## config.mk

```make
export PLATFORM = sky130hd
export DESIGN_NAME = exp_result_buffer_flat
export DESIGN_NICKNAME = d
export VERILOG_FILES = /design/src/rtl/exp_result_buffer_if.sv /design/src/rtl/exp_result_buffer.sv /design/src/flat_wrapper.sv
export SDC_FILE = /design/constraint.sdc
export NUM_CORES = 1
export LEC_CHECK = 0
export ABC_AREA = 0
export CORE_ASPECT_RATIO = 0.7
export CORE_MARGIN = 5
export CORE_UTILIZATION = 29
export CTS_CLUSTER_SIZE = 20
export DETAILED_ROUTE_END_ITERATION = 8
export HOLD_SLACK_MARGIN = 0.08
export PLACE_DENSITY_LB_ADDON = 0.05
export SETUP_SLACK_MARGIN = 0.02
export SYNTH_ARGS = -nofsm -noshare
export SYNTH_HDL_FRONTEND = slang
export SYNTH_SLANG_ARGS = --single-unit
```

## constraint.sdc

```tcl
create_clock -name clk -period 4 [get_ports clk]
set_clock_uncertainty 0.1 [all_clocks]
set_input_delay 1.2 -clock clk [delete_from_list [all_inputs] [get_ports clk]]
set_output_delay 1.2 -clock clk [all_outputs]
set_load 0.02 [all_outputs]
```

## src/rtl/exp_result_buffer_if.sv

```systemverilog
// Handshake and status bundle between the exp(x) pipeline, the result buffer and its consumer.
// The slave side is the buffer; the master side is the pipeline/consumer pair.
interface exp_result_buffer_if #(
  parameter int DEPTH    = 8,
  parameter int WIDTHIN  = 32,
  parameter int WIDTHOUT = 16
);
  localparam int CW = $clog2(DEPTH) + 1;

  logic                i_valid;
  logic                o_ready;
  logic [WIDTHIN-1:0]  i_y;
  logic                o_valid;
  logic                i_ready;
  logic [WIDTHOUT-1:0] o_y;
  logic [CW-1:0]       o_count;
  logic [15:0]         o_sat_count;

  modport slave (
    input  i_valid, i_y, i_ready,
    output o_ready, o_valid, o_y, o_count, o_sat_count
  );

  modport master (
    output i_valid, i_y, i_ready,
    input  o_ready, o_valid, o_y, o_count, o_sat_count
  );
endinterface

```

## src/rtl/exp_result_buffer.sv

```systemverilog
// Rounds Q7.25 results to saturated Q6.10 into a FWFT FIFO; an empty-FIFO push is visible one cycle later.
// o_ready drops only when full and never looks at i_ready; the saturation counter sticks at 0xFFFF.
module exp_result_buffer #(
  parameter int DEPTH    = 8,
  parameter int WIDTHIN  = 32,
  parameter int WIDTHOUT = 16
) (
  input logic                  clk,
  input logic                  reset,
  exp_result_buffer_if.slave   bus
);
  localparam int AW = $clog2(DEPTH);
  localparam int CW = AW + 1;

  logic [AW-1:0]       wr_ptr_q, wr_ptr_d;
  logic [AW-1:0]       rd_ptr_q, rd_ptr_d;
  logic [CW-1:0]       count_q, count_d;
  logic [15:0]         sat_count_q, sat_count_d;
  logic [WIDTHOUT-1:0] mem_q [DEPTH];

  logic                ready;
  logic                valid;
  logic                push;
  logic                pop;
  logic [WIDTHOUT:0]   rnd;
  logic                sat;
  logic [WIDTHOUT-1:0] conv;

  assign ready           = (count_q != CW'(DEPTH));
  assign valid           = (count_q != '0);
  assign push            = bus.i_valid & ready;
  assign pop             = valid & bus.i_ready;

  assign bus.o_ready     = ready;
  assign bus.o_valid     = valid;
  assign bus.o_y         = mem_q[rd_ptr_q];
  assign bus.o_count     = count_q;
  assign bus.o_sat_count = sat_count_q;

  // Keep 16 bits below the sign-free integer MSB, round half up on the next bit down.
  always_comb begin
    rnd  = {1'b0, bus.i_y[WIDTHIN-2 -: WIDTHOUT]}
         + {{WIDTHOUT{1'b0}}, bus.i_y[WIDTHIN-2-WIDTHOUT]};
    sat  = bus.i_y[WIDTHIN-1] | rnd[WIDTHOUT];
    conv = sat ? '1 : rnd[WIDTHOUT-1:0];
  end

  always_comb begin
    wr_ptr_d    = wr_ptr_q;
    rd_ptr_d    = rd_ptr_q;
    count_d     = count_q;
    sat_count_d = sat_count_q;
    if (push) begin
      wr_ptr_d = wr_ptr_q + 1'b1;
    end
    if (pop) begin
      rd_ptr_d = rd_ptr_q + 1'b1;
    end
    case ({push, pop})
      2'b10:   count_d = count_q + 1'b1;
      2'b01:   count_d = count_q - 1'b1;
      default: count_d = count_q;
    endcase
    if (push && sat && (sat_count_q != 16'hFFFF)) begin
      sat_count_d = sat_count_q + 16'd1;
    end
  end

  always_ff @(posedge clk or negedge reset) begin
    if (!reset) begin
      wr_ptr_q    <= '0;
      rd_ptr_q    <= '0;
      count_q     <= '0;
      sat_count_q <= '0;
    end else begin
      wr_ptr_q    <= wr_ptr_d;
      rd_ptr_q    <= rd_ptr_d;
      count_q     <= count_d;
      sat_count_q <= sat_count_d;
    end
  end

  // Storage carries no reset; stale words are unreachable once the pointers clear.
  always_ff @(posedge clk) begin
    if (push) begin
      mem_q[wr_ptr_q] <= conv;
    end
  end
endmodule

```

## src/flat_wrapper.sv

```systemverilog
// flat-port wrapper written by rule: the top's interface ports become plain ports
module exp_result_buffer_flat 
#(
  parameter int DEPTH    = 8,
  parameter int WIDTHIN  = 32,
  parameter int WIDTHOUT = 16
)
  (clk, reset, bus_i_valid, bus_i_y, bus_i_ready, bus_o_ready, bus_o_valid, bus_o_y, bus_o_count, bus_o_sat_count);
  exp_result_buffer_if #(.DEPTH(DEPTH), .WIDTHIN(WIDTHIN), .WIDTHOUT(WIDTHOUT)) bus_i ();
  input logic clk;
  input logic reset;
  input wire logic [$bits(bus_i.i_valid)-1:0] bus_i_valid;
  input wire logic [$bits(bus_i.i_y)-1:0] bus_i_y;
  input wire logic [$bits(bus_i.i_ready)-1:0] bus_i_ready;
  output wire logic [$bits(bus_i.o_ready)-1:0] bus_o_ready;
  output wire logic [$bits(bus_i.o_valid)-1:0] bus_o_valid;
  output wire logic [$bits(bus_i.o_y)-1:0] bus_o_y;
  output wire logic [$bits(bus_i.o_count)-1:0] bus_o_count;
  output wire logic [$bits(bus_i.o_sat_count)-1:0] bus_o_sat_count;
  assign bus_i.i_valid = bus_i_valid;
  assign bus_i.i_y = bus_i_y;
  assign bus_i.i_ready = bus_i_ready;
  assign bus_o_ready = bus_i.o_ready;
  assign bus_o_valid = bus_i.o_valid;
  assign bus_o_y = bus_i.o_y;
  assign bus_o_count = bus_i.o_count;
  assign bus_o_sat_count = bus_i.o_sat_count;
  exp_result_buffer #(.DEPTH(DEPTH), .WIDTHIN(WIDTHIN), .WIDTHOUT(WIDTHOUT)) u_core (.clk(clk), .reset(reset), .bus(bus_i));
endmodule
```

# Yosys cells after proc, flatten, opt, wreduce, memory -nomap -nowiden
# Memories as Yosys holds them, arrays and structs flattened.
# Index checks and enable logic that the tools add are counted.
# totals
register_bits	26
ramBits	128
inputBits	36
output_inout_bits	38
word_cells	26
memories	1
# op_classes
addsub	6
eq_ne	4
mux	4
bitwise_logic	3
reduce_logical	4
# mem_list
memory	words	word_bits	rd	rd_ports_with_merged_regs	wr	line_no	text
u_core.mem_q	8	16	1	0	1	exp_result_buffer.sv:19	logic [WIDTHOUT-1:0] mem_q [DEPTH];
# ops
op	count
adder 16 x 1 -> 17 bit	1
adder 16 x 1 -> 16 bit (second input constant)	1
2-to-1 mux 16 bit	1
!= test 16 bit (second input constant)	1
one-hot mux 4 bit (2 select lines)	1
adder 3 x 1 -> 3 bit (second input constant)	2
adder 4 x 1 -> 4 bit (second input constant)	1
!= test 4 bit (second input constant)	1
nonzero test 4 bit	1
subtractor 4 x 1 -> 4 bit (second input constant)	1
AND 1 bit	2
== test 2 x 1 -> 1 bit (second input constant)	1
== test 2 bit (second input constant)	1
logical AND 1 bit	2
2-to-1 mux 1 bit	2
nonzero test 2 bit	1
OR 1 bit	1

# Longest topological paths before layout
# depth
depth_word	4
mapped_depth	10
mapped_depth_nobuf	10

# Least setup slack after synthesis
# Ideal clock, no wire load.
# synth_path
kind	input to register
startpoint	input bus_i_valid
endpoint	memory u_core.mem_q[0][0], enable pin
setup_ns	0.430
t_arrival_ns	3.104
required_ns	3.470
slack_ns	0.366
stages	3
path_buffers	0
cell_sequence	and2_4 -> clkinv_1 -> nor4_1
# synth_between
elab_chain_len	3
# synth_rtl
element	line_no	text
start, declared	flat_wrapper.sv:12	input wire logic [$bits(bus_i.i_valid)-1:0] bus_i_valid;
AND 1 bit	exp_result_buffer.sv:31	assign push = bus.i_valid & ready;
2-to-1 mux 1 bit	exp_result_buffer.sv:85	if (push) begin
2-to-1 mux 1 bit (implied by the code)	exp_result_buffer.sv:86	mem_q[wr_ptr_q] <= conv;
end, declared	exp_result_buffer.sv:19	
# No other way between the ends.

# Final worst setup path
# layout_path
startpoint	register u_core.rd_ptr_q[0]
endpoint	output bus_o_y[1]
# layout_between
elab_chain_len	1
# layout_rtl
element	line_no	text
start, declared	exp_result_buffer.sv:16	logic [AW-1:0] rd_ptr_q, rd_ptr_d;
start signal, assigned	exp_result_buffer.sv:77	rd_ptr_q <= rd_ptr_d;
memory (8 x 16 bit)	n/a	
end, declared	flat_wrapper.sv:17	output wire logic [$bits(bus_i.o_y)-1:0] bus_o_y;
# No other way between the ends.

==> impl_metrics.ini <==
[status]
status = finished, final reports clean

[power_and_ir_drop]
vdd_ir_drop_max_mv = 0.283
p_clk_share_pct = 26.7
leakage_nw = 2.85
power.density_nw_per_um2 = 687
p_sw_mw = 1.87
p_comb_share_pct = 35.2
p_int_mw = 3.85
swShare_pct = 32.7
pwr-share-seq_pct = 38.0

[hold_path]
min_path_type = reg -> reg

[clock_tree]
cts_htree_levels = 4
clk_pin_slew_ns = 0.07
postCtsResizedCells = 0
cts_buffer_depth = 2
clockRootBuffer = clkbuf_16
cts_buffers = 17
cts_sinks = 154
cts_tree = built
postCtsSetupRepairBufs = 0
clk_latency_ns = 0.41
hold_buffers = 0

[layout]
fin_area_um2 = 8310
areaGrowthSynthToFinish_pct = 25.9
finalNonFillerCells = 791
n_antenna_cell = 0
drive_gt1_share_pct = 26.7
fin_util_pct = 36.9
nNetsFinal = 511

[synthesis]
synth-async-reset-ratio_pct = 16.9
ys_seq_elements = 154
seq_area_frac_synth_pct = 68.1
synth_nets = 421
syn_inst = 376
yosysWarnings = 0
yosysUniqueCellTypes = 41
ys.flop_type = edfxtp_1
yosysMostFrequentCell = edfxtp_1
synth_edf_count = 128
syn_area_per_cell_um2 = 17.6
netlist_top_cells_area = edfxtp_1, mux4_2, dfrtp_1, mux2_2, xor2_1
syn-cell-area_um2 = 6600
synth.top_cell.area_share_pct = 58.2
yosysTopAreaCell = edfxtp_1
ys_top_cells_by_count = edfxtp_1, mux4_2, nand2_1, dfrtp_1

[setup_path]
crit_fanout = 22
worstRegToRegCells = 10
reg2reg_to = u_core.bus.o_count[3]
r2r_start = u_core.bus.o_count[0]
cp.arrival_ns = 2.50
crit_start = u_core.rd_ptr_q[0]
endpoint = bus_o_y[1]
critPathCaptureType = primary output
reg2reg_slack_ns = 1.32
timing_worst_setup_path_type = reg -> out
cp-start-kind = flop
required_ns = 2.70

[sta]
setup_viol = 0
fin_setup_tns_ns = 0
slew_viol_final = 0
tightestPinTransition_ns = 0.857
rsz0062_at_grt = false
setup_ws_ns = 0.196
fin_crit_ns = 3.80
max-slew-margin-rel_pct = 42.7
fmax_mhz = 263
finalHoldViolCount = 0
fin_crit_sh_pct = 95.1

[floorplanning]
die_h_um = 136
rows = 46
start_util_pct = 29.3
core_area_um2 = 22500
io-pin-count = 74
die_w_um = 190
die_area_um2 = 25900

[placement]
portBuffers = 59
place_inst = 759
dp_hpwl_mm = 9.73
place_ws_ns = 0.00517
gp_congestion = 0.711
placed_area_um2 = 7760

[global_routing]
grt_max_degree = 29
antenna_found_initial = 0
grt_pass1_vias = 3680
grt_first_pass_wirelength_mm = 23.2
grt_usage_pct = 12.3
grt-ovfl-total = 0

[route]
via_count = 3555
drtIter0Drc = 221
viasPerCell = 4.49
drt-total-wl_mm = 15.3
drc_errors = 0
ant_nets = 0
firstDrtPassIters = 4
post_drt_wl_per_cell_um = 19.4

[flow_run]
max_cap_viol_count = 0
worst max-delay path: stages, from the launching register on:
cell and delay, ns:
dfrtp_2 0.44, buf_12 0.25, mux4_2 0.52, mux2_2 0.31, clkdlybuf4s50_1 0.56
flip-flops by register name (all words and copies together), names as in the netlist:
| name | flops |
|---|---|
| u_core.bus.o_sat_count | 16 |
| u_core.rd_ptr_q | 3 |
| u_core.bus.o_count | 4 |
| u_core.mem_q | 128 |
| u_core.wr_ptr_q | 3 |
per-stage QoR:
stage	hold slack [ns]	power [mW]
2_1_floorplan	0.425	3.41
3_3_place_gp	0.383	4.27
3_5_place_dp	0.398	4.27
4_1_cts	0.413	5.83
5_1_grt	0.444	6.01
6_report	0.410	5.71
metal layers:
metal	track usage [%]	wire length, µm
met5	0	0
met1	17.6	7660
met4	3.47	136
met3	2.95	502
met2	18.8	7020
cells in the final DEF, fill, tap and decap left out, types with 7 or more instances in the layout:
cell / Yosys / final
and3_1: 7 / 7
buf_4: 0 / 22
clkbuf_16: 0 / 17
clkdlybuf4s50_1: 0 / 59
dfrtp_1: 26 / 25
edfxtp_1: 128 / 128
ha_1: 8 / 8
inv_1: 7 / 7
mux2_2: 19 / 19
mux4_2: 32 / 32
nand2_1: 27 / 27
nand3_1: 12 / 12
nand4_1: 7 / 7
nor2_1: 8 / 8
xnor2_1: 11 / 11
xor2_1: 19 / 19
logic make-up after synthesis:
family | share of synthesized area [%]
multiplexers | 14.5
AND/OR/NAND/NOR | 9.19
AO/OA/AOI/OAI | 1.14
flip-flops | 68.1
XOR/XNOR | 3.98
buffers and inverters | 1.31
adder cells (fa/ha/maj) | 1.82
layout make-up:
| class | instances | area [µm²] |
|---|---|---|
| multi-input cells | 202 | 2050 |
| fillers | 2127 | 14200 |
| inverters | 8 | 30.0 |
| flip-flops and latches | 154 | 4500 |
| repair buffers | 83 | 796 |
| clock buffers | 18 | 429 |
| clock inverters | 14 | 126 |
| well taps | 312 | 390 |
worst min path at each step:
stage	start	end	slack, ns	depth (start not counted)
floorplan	u_core.wr_ptr_q[2]	u_core.wr_ptr_q[2]	0.43	1
global placement	u_core.bus.o_sat_count[11]	u_core.bus.o_sat_count[11]	0.38	1
detailed placement	u_core.bus.o_sat_count[11]	u_core.bus.o_sat_count[11]	0.40	1
CTS	u_core.bus.o_sat_count[0]	u_core.bus.o_sat_count[0]	0.41	1
global route	u_core.bus.o_sat_count[0]	u_core.bus.o_sat_count[0]	0.44	1
finish	u_core.bus.o_sat_count[0]	u_core.bus.o_sat_count[0]	0.41	1
power groups by stage:
stage	Clock [mW]	Sequential (mW)	Combinational, mW
final	1.53	2.17	2.01
after global routing	1.64	2.21	2.16
after CTS	1.57	2.18	2.07
after detailed placement	0	2.21	2.06
after global placement	0	2.20	2.07
after floorplan	0	2.21	1.20
No activity file was read; power rests on OpenSTA's default activity.
